$ cat src/rtl/cpu_pkg.sv
// rtl/cpu_pkg.sv - shared CPU widths, NOP encoding and fetch fault causes
package cpu_pkg;

    localparam int XLEN = 64;
    localparam int ILEN = 32;

    localparam logic [ILEN-1:0] NOP_INSTR = 32'h00000013;

    typedef enum logic [1:0] {
        FETCH_FAULT_NONE       = 2'd0,
        FETCH_FAULT_MISALIGNED = 2'd1,
        FETCH_FAULT_RANGE      = 2'd2
    } fetch_fault_e;

    function automatic logic is_word_aligned(input logic [XLEN-1:0] addr);
        return addr[1:0] == 2'b00;
    endfunction

endpackage

$ cat src/rtl/fetch_next_pc.sv
// rtl/fetch_next_pc.sv - combinational next-PC, output-slot and fault decision
import cpu_pkg::*;

module fetch_next_pc #(
    parameter int ADDR_WIDTH = 12
) (
    input  logic [63:0] pc,
    input  logic        fault,
    input  logic [1:0]  fault_cause,
    input  logic        halt,
    input  logic        out_valid,
    input  logic        out_ready,
    input  logic        redirect_valid,
    input  logic [63:0] redirect_pc,
    output logic [63:0] pc_next,
    output logic        out_valid_next,
    output logic        capture,
    output logic        fault_next,
    output logic [1:0]  fault_cause_next
);

    logic slot_free;
    logic in_range;

    assign slot_free = !out_valid || out_ready;
    assign in_range  = (pc >> ADDR_WIDTH) == '0;

    always_comb begin
        pc_next          = pc;
        out_valid_next   = out_valid;
        capture          = 1'b0;
        fault_next       = fault;
        fault_cause_next = fault_cause;

        // Once faulted, redirects are ignored; the buffered word may only drain.
        if (redirect_valid && !fault) begin
            out_valid_next = 1'b0;
            if (!is_word_aligned(redirect_pc)) begin
                fault_next       = 1'b1;
                fault_cause_next = FETCH_FAULT_MISALIGNED;
            end else begin
                pc_next = redirect_pc;
            end
        end else if (fault) begin
            if (out_valid && out_ready) begin
                out_valid_next = 1'b0;
            end
        end else if (slot_free && !halt && !in_range) begin
            fault_next       = 1'b1;
            fault_cause_next = FETCH_FAULT_RANGE;
            out_valid_next   = 1'b0;
        end else if (slot_free && !halt) begin
            capture        = 1'b1;
            out_valid_next = 1'b1;
            pc_next        = pc + 64'd4;
        end else if (out_valid && out_ready) begin
            out_valid_next = 1'b0;
        end
    end

endmodule

$ cat src/rtl/fetch_unit.sv
// rtl/fetch_unit.sv - instruction fetch stage: PC, output register and fault state
import cpu_pkg::*;

module fetch_unit #(
    parameter int          ADDR_WIDTH = 12,
    parameter logic [63:0] RESET_PC   = 64'h0
) (
    input  logic                  clk,
    input  logic                  rst,
    output logic [ADDR_WIDTH-1:0] imem_addr,
    input  logic [31:0]           imem_instr,
    input  logic                  redirect_valid,
    input  logic [63:0]           redirect_pc,
    input  logic                  halt,
    output logic                  out_valid,
    input  logic                  out_ready,
    output logic [31:0]           out_instr,
    output logic [63:0]           out_pc,
    output logic                  fault,
    output logic [1:0]            fault_cause
);

    logic [63:0] pc;
    logic [63:0] pc_next;
    logic        out_valid_next;
    logic        capture;
    logic        fault_next;
    logic [1:0]  fault_cause_next;

    assign imem_addr = pc[ADDR_WIDTH-1:0];

    fetch_next_pc #(
        .ADDR_WIDTH(ADDR_WIDTH)
    ) u_next_pc (
        .pc               (pc),
        .fault            (fault),
        .fault_cause      (fault_cause),
        .halt             (halt),
        .out_valid        (out_valid),
        .out_ready        (out_ready),
        .redirect_valid   (redirect_valid),
        .redirect_pc      (redirect_pc),
        .pc_next          (pc_next),
        .out_valid_next   (out_valid_next),
        .capture          (capture),
        .fault_next       (fault_next),
        .fault_cause_next (fault_cause_next)
    );

    always_ff @(posedge clk or posedge rst) begin
        if (rst) begin
            pc          <= RESET_PC;
            out_valid   <= 1'b0;
            out_instr   <= NOP_INSTR;
            out_pc      <= '0;
            fault       <= 1'b0;
            fault_cause <= FETCH_FAULT_NONE;
        end else begin
            pc          <= pc_next;
            out_valid   <= out_valid_next;
            fault       <= fault_next;
            fault_cause <= fault_cause_next;
            // out_instr/out_pc only move on capture, so they stay stable under stall.
            if (capture) begin
                out_instr <= imem_instr;
                out_pc    <= pc;
            end
        end
    end

endmodule

$ cat config.mk
export PLATFORM = sky130hd
export DESIGN_NAME = fetch_unit
export DESIGN_NICKNAME = d
export VERILOG_FILES = /design/src/rtl/cpu_pkg.sv /design/src/rtl/fetch_next_pc.sv /design/src/rtl/fetch_unit.sv
export SDC_FILE = /design/constraint.sdc
export NUM_CORES = 1
export LEC_CHECK = 0
export ABC_AREA = 1
export CAP_MARGIN = 0
export CORE_ASPECT_RATIO = 1.25
export CORE_MARGIN = 2
export CORE_UTILIZATION = 43
export DETAILED_ROUTE_END_ITERATION = 10
export HOLD_SLACK_MARGIN = 0.1
export PLACE_DENSITY = 0.8
export SYNTH_ARGS = -nofsm -noshare
export SYNTH_HDL_FRONTEND = slang
export SYNTH_HIERARCHICAL = 1
export SYNTH_SLANG_ARGS = --single-unit
$ cat constraint.sdc
create_clock -name clk -period 4.9 [get_ports clk]
set_input_delay 0.735 -clock clk [delete_from_list [all_inputs] [get_ports clk]]
set_output_delay 0.735 -clock clk [all_outputs]
set_load 0.005 [all_outputs]
==> results of run 1 <==
## kinds of logic after synthesis
| family | Yosys count | synth area share |
|---|---|---|
| flip-flops | 164 | 0.5804 |
| AO/OA/AOI/OAI | 74 | 0.07443 |
| adder cells (fa/ha/maj) | 1 | 0.001768 |
| AND/OR/NAND/NOR | 502 | 0.2809 |
| buffers and inverters | 81 | 0.06241 |
## per-layer routing
metal	up-vias	track usage
li1	2954	-
met1	2857	0.2787
met2	208	0.3609
met3	25	0.05748
met4	0	0.07262
met5	-	0
## flip-flops by register name (all words and copies together), names as in the netlist
| signal | cells |
|---|---|
| fault | 1 |
| fault_cause | 2 |
| pc | 64 |
| out_instr | 32 |
| out_valid | 1 |
| out_pc | 64 |
## power groups by stage
stage          logic [mW]  clock network, mW  registers (mW)
6_report            0.726               1.29            1.80
4_1_cts             0.735               1.32            1.80
5_1_grt             0.829               1.38            1.84
3_5_place_dp        0.726                  0            1.82
3_3_place_gp        0.709                  0            1.81
2_1_floorplan       0.489                  0            1.76
## critical path: cells and delay by family
kind | cells | cell delay, ns
buf+inv | 6 | 2.07
simple gates | 5 | 0.51
compound gates | 1 | 0.07
## final timing paths
check / endpoint / from / slack (ns)
worst max-delay path: out_pc[32]$_DFFE_PP0P_ / out_ready / 1.79
worst min-delay path: out_instr[1]$_DFFE_PP1P_ / out_instr[1]$_DFFE_PP1P_ / 0.46
worst max register to register: out_pc[32]$_DFFE_PP0P_ / pc[18]$_DFF_PP0_ / 2.07
worst min register to register: out_instr[1]$_DFFE_PP1P_ / out_instr[1]$_DFFE_PP1P_ / 0.46
max in group asynchronous: out_pc[22]$_DFFE_PP0P_ / rst / 3.16
min in group asynchronous: out_instr[25]$_DFFE_PP0P_ / rst / 0.64
## synth_stat cells (4+ instances only)
cell      number
a22oi_1       55
o21ai_1        4
nor2_1        39
dfrtp_1      161
inv_2          6
buf_2         21
nand3_1       16
nor2_4         4
buf_4         23
o21ai_0        7
nand2_1      428
nand4_1        4
inv_1         19
clkbuf_1       6
## stage by stage
stage / total power [mW] / area [µm²]
floorplan: 2.246 / 7081
global placement: 2.519 / 9193
detailed placement: 2.546 / 9193
CTS: 3.854 / 9769
global route: 4.047 / 9769
finish: 3.810 / 9769
## final cells by class
type,count,share of cell area
timing repair buffer,217,0.2211
sequential,164,0.4205
clock inverter,15,0.01550
clock buffer,17,0.04355
multi-input combinational,577,0.2592
inverter,29,0.01255
tap,216,0.02766
==> flow_metrics.env, run 1 <==
export IMPL_rsz0062_at_grt="false"
export IMPL_die_w_um=118.7
export IMPL_p_clk_frac=0.338
export IMPL_finalMaxSlewViolations=0
export IMPL_synth_area_um2=7077
export IMPL_place_congestion=0.7929
export IMPL_cts_sinks=164
export IMPL_synthFlopType="dfrtp_1"
export IMPL_rr_worst_depth=12
export IMPL_cpMaxStageDelayCell="inv_4"
export IMPL_drt_iter0_markers=452
export IMPL_final_cell_mix="nand2_1 (428), clkdlybuf4s50_1 (212), dfrtp_1 (161)"
export IMPL_grt_use_total=0.2179
export IMPL_routed_wl_um=18340
export IMPL_syn_avg_cell_area_um2=8.609
export IMPL_drc_errors=0
export IMPL_final_util=0.6055
export IMPL_regArea_um2=4108
export IMPL_slew_headroom=0.2279
export IMPL_final_cells=1235
export IMPL_synthToLayoutAreaGrowth_pct=38.05
export IMPL_cts_tree="done"
export IMPL_numPortBuffers=212
export IMPL_seq_power_share=0.472
export IMPL_worst_setup_path_start_kind="input pin"
export IMPL_status="finished clean"
export IMPL_dp_cells=1203
export IMPL_peakVddDrop_uv=213.3
export IMPL_vias=6044
export IMPL_synth_largest_area_cell="dfrtp_1"
export IMPL_power_leakage_nw=4.889
export IMPL_critPathMaxFanout=96
export IMPL_cts_htree_levels=4
export IMPL_grt_pass1_vias=5969
export IMPL_wl_per_cell_um=14.85
export IMPL_tns_ns=0
export IMPL_p_int_mw=2.629
export IMPL_start_util=0.4386
export IMPL_setup_ws_ns=1.786
export IMPL_slowest_delay_ns=0.94
export IMPL_drv_cap=0
export IMPL_grt_pass1_wl_um=30440
export IMPL_m1WireLength_um=7596
export IMPL_crit_path_end_kind="flop"
export IMPL_switching_share=0.3100
export IMPL_hold_buffers=0
export IMPL_dr_pass1_iters=5
export IMPL_clkLatencyLatePin_ns=0.42
export IMPL_clk_pin_slew_ns=0.07
export IMPL_yosysSeqAreaShare=0.5804
export IMPL_postCtsSetupBuffers=0
export IMPL_multi_input_area_um2=2532
export IMPL_wl_met2_um=9162
export IMPL_overflow=0
export IMPL_synth_distinct_cells=31
export IMPL_clock_skew_ns=0.007649
export IMPL_crit_type="input pin to flop"
export IMPL_critical_path_cell_chain="clkdlybuf4s50_1 > inv_1 > a21oi_2 > nand2_2 > inv_2 > nand3_2 > clkinv_2 > nand2_4 > clkinv_2 > inv_4 > nand2_1 > nand2_1"
export IMPL_cts_buffer_depth=2
export IMPL_whs_path_depth=2
export IMPL_die_area_um2=17510
export IMPL_die_h_um=147.4
export IMPL_hpwl_um=12490
export IMPL_yosysWarnings=6
export IMPL_p_sw_mw=1.181
export IMPL_place_ws_ns=1.349
export IMPL_setup_viol=0
export IMPL_async_reset_ff_frac=1.000
export IMPL_comb_power_share=0.191
export IMPL_diodes=0
export IMPL_cp_required_ns=5.25
export IMPL_fmax_ghz=0.3211
export IMPL_nFillCells=1418
export IMPL_synth_nets=924
export IMPL_min_path_type="flop to flop"
export IMPL_period_needed_ns=3.114
export IMPL_tightest_slew_ns=1.157
export IMPL_ys_ff_latch=164
export IMPL_pwr_density_cell_nw_per_um2=390.0
export IMPL_viasPerCell=4.894
export IMPL_cts_root_buf="clkbuf_16"
export IMPL_core_um2=16140
export IMPL_layout_commonest_cell="nand2_1"
export IMPL_numCtsBuffers=17
export IMPL_fin_hold_ws_ns=0.4625
export IMPL_antenna_found_initial=0
export IMPL_arrival_ns=3.47
export IMPL_wl_met3_um=1215
export IMPL_final_antenna_net_count=0
export IMPL_synthTopCellsByArea="dfrtp_1 (57%), nand2_1 (23%), a22oi_1 (5.8%)"
export IMPL_grt_start_max_net_pins=97
export IMPL_cts_resized=0
export IMPL_synth_edf_count=0
export IMPL_period_share=0.6356
export IMPL_drive_gt1_frac=0.06379
export IMPL_synth_cells=822
export IMPL_rows=52
export IMPL_synth_top_area_frac=0.5693
export IMPL_num_io_pins=213
export IMPL_final_hold_viol_count=0
export IMPL_highest_layer="met4"
export IMPL_final_nets=1108
Power figures use the tool's default switching activity.
==> run 2: changes to the inputs <==
Clock period 4.9 ns to 2.8 ns, I/O delays scaled along.
==> run 2 against run 1 <==
Utilization increased by 1.3 points. Clock skew up 0.0066 ns. Via count increased by 1.7%. Flip-flop and latch count did not move. Sequential share of layout area shrank 0.90 points. Clock-buffer cell count increased by 4. Cell count grew 0.49%. Final area grew 2.2%. Combinational power increased by 80%. Clock power increased by 110%. Critical path depth unchanged. Register-to-register slack got worse by 1.5 ns.
==> flow_metrics.env, run 2 (same netlist as run 1, synthesis figures left out) <==
export IMPL_drc_errors=0
export IMPL_cts_tree="done"
export IMPL_drive_gt1_frac=0.06836
export IMPL_viasPerCell=4.951
export IMPL_num_io_pins=213
export IMPL_power_leakage_nw=4.991
export IMPL_clock_skew_ns=0.01421
export IMPL_cts_htree_levels=4
export IMPL_dpl_cell_area_um2=9280
export IMPL_grt_start_max_net_pins=99
export IMPL_peakVddDrop_uv=384.7
export IMPL_fmax_ghz=0.4564
export IMPL_die_h_um=147.4
export IMPL_hpwl_um=12700
export IMPL_final_hold_viol_count=0
export IMPL_rows=52
export IMPL_tightest_slew_ns=0.9890
export IMPL_crit_path_end_kind="flop"
export IMPL_final_nets=1113
export IMPL_drt_iter0_markers=406
export IMPL_rsz0062_at_grt="false"
export IMPL_tns_ns=0
export IMPL_layout_commonest_cell="nand2_1"
export IMPL_vias=6144
export IMPL_cts_buffer_depth=2
export IMPL_finalMaxSlewViolations=0
export IMPL_grt_pass1_vias=5934
export IMPL_postCtsSetupBuffers=0
export IMPL_antenna_found_initial=1
export IMPL_design_area_um2=9982
export IMPL_final_cell_mix="nand2_1 (428), clkdlybuf4s50_1 (212), dfrtp_1 (161)"
export IMPL_wl_per_cell_um=15.27
export IMPL_die_w_um=118.7
export IMPL_core_um2=16140
export IMPL_numPortBuffers=212
export IMPL_setup_ws_ns=0.6090
export IMPL_p_total_mw=7.177
export IMPL_status="finished clean"
export IMPL_min_path_type="flop to flop"
export IMPL_place_ws_ns=0.1948
export IMPL_die_area_um2=17510
export IMPL_start_util=0.4386
export IMPL_clkLatencyLatePin_ns=0.42
export IMPL_fin_hold_ws_ns=0.4694
export IMPL_period_needed_ns=2.191
export IMPL_hold_buffers=0
export IMPL_final_antenna_net_count=0
export IMPL_cts_root_buf="clkbuf_16"
export IMPL_drv_cap=0
export IMPL_clk_pin_slew_ns=0.06
export IMPL_slew_headroom=0.3407
export IMPL_cp_required_ns=3.15
export IMPL_critPathMaxFanout=96
export IMPL_place_congestion=0.7906
export IMPL_dr_pass1_iters=5
export IMPL_worst_setup_path_start_kind="flop"
export IMPL_routed_wl_um=18950
export IMPL_top_regs="out_pc: 64 flops, pc: 64 flops, out_instr: 32 flops"
export IMPL_period_share=0.7825
export IMPL_synthToLayoutAreaGrowth_pct=41.05
export IMPL_arrival_ns=2.54
export IMPL_grt_pass1_wl_um=30740
export IMPL_pwr_density_cell_nw_per_um2=719.0
export IMPL_numCtsBuffers=17
export IMPL_grt_use_total=0.2202
export IMPL_crit_type="flop to flop"
export IMPL_cts_sinks=164
export IMPL_setup_viol=0
export IMPL_cts_resized=0
export IMPL_overflow=0
-- run 2: cell count changes in the layout (fill, tap and decap cells not counted) --
cell,before,now
bufinv_16,1,6
inv_8,2,0
diode_2,0,1
clkbuf_8,0,4
buf_4,5,6
inv_6,3,2
buf_12,0,4
clkinvlp_4,3,2
clkinv_4,7,2
-- run 2: cell type report --
cell class	count	area [µm²]
diodes	1	2.502
clock buffers	21	480.5
clock inverters	11	219.0
fillers	1393	6153
inverters	29	122.6
multi-input cells	577	2532
flip-flops and latches	164	4108
well taps	216	270.3
repair buffers	222	2247
-- run 2: worst paths after layout --
path	from	end	slack, ns	cells after the start
setup / recovery	pc[30]$_DFF_PP0_	out_pc[13]$_DFFE_PP0P_	0.61	12
hold / removal	out_pc[0]$_DFFE_PP0P_	out_pc[0]$_DFFE_PP0P_	0.47	2
setup reg to reg	pc[30]$_DFF_PP0_	out_pc[13]$_DFFE_PP0P_	0.61	12
hold reg to reg	out_pc[0]$_DFFE_PP0P_	out_pc[0]$_DFFE_PP0P_	0.47	2
max in group asynchronous	rst	pc[35]$_DFF_PP0_	1.91	3
min in group asynchronous	rst	out_pc[10]$_DFFE_PP0P_	0.50	3
-- run 2: metal layers --
metal	wire length, µm	vias to the layer above	global-route usage
met5	0	-	0
met4	312	0	0.07381
met3	1336	20	0.06250
met2	9586	218	0.3661
met1	7712	2945	0.2773
li1	-	2961	-
-- run 2: metrics by stage --
| stage | instances | util |
|---|---|---|
| CTS | 1240 | 0.6185 |
| global placement | 1208 | 0.5751 |
| detailed placement | 1208 | 0.5751 |
| floorplan | 822 | - |
| finish | 1241 | 0.6186 |
| global route | 1241 | 0.6186 |
-- run 2: power by group --
group	total [mW]	leakage, nW	switching, mW	internal, mW
logic	1.31	2.44	0.674	0.632
registers	3.15	2.21	0.408	2.74
clock network	2.72	0.340	0.947	1.78
total	7.18	4.99	2.03	5.15
-- run 2: critical path, cell delays in order (launching register included) --
cell	delay [ns]
dfrtp_1	0.40
nor2_1	0.06
nand2_1	0.09
nor2_1	0.07
nand2_1	0.11
nor2_4	0.06
nand3_2	0.08
clkinv_2	0.10
nand2_4	0.08
clkinv_2	0.09
inv_4	0.70
nand2_1	0.14
nand2_1	0.11
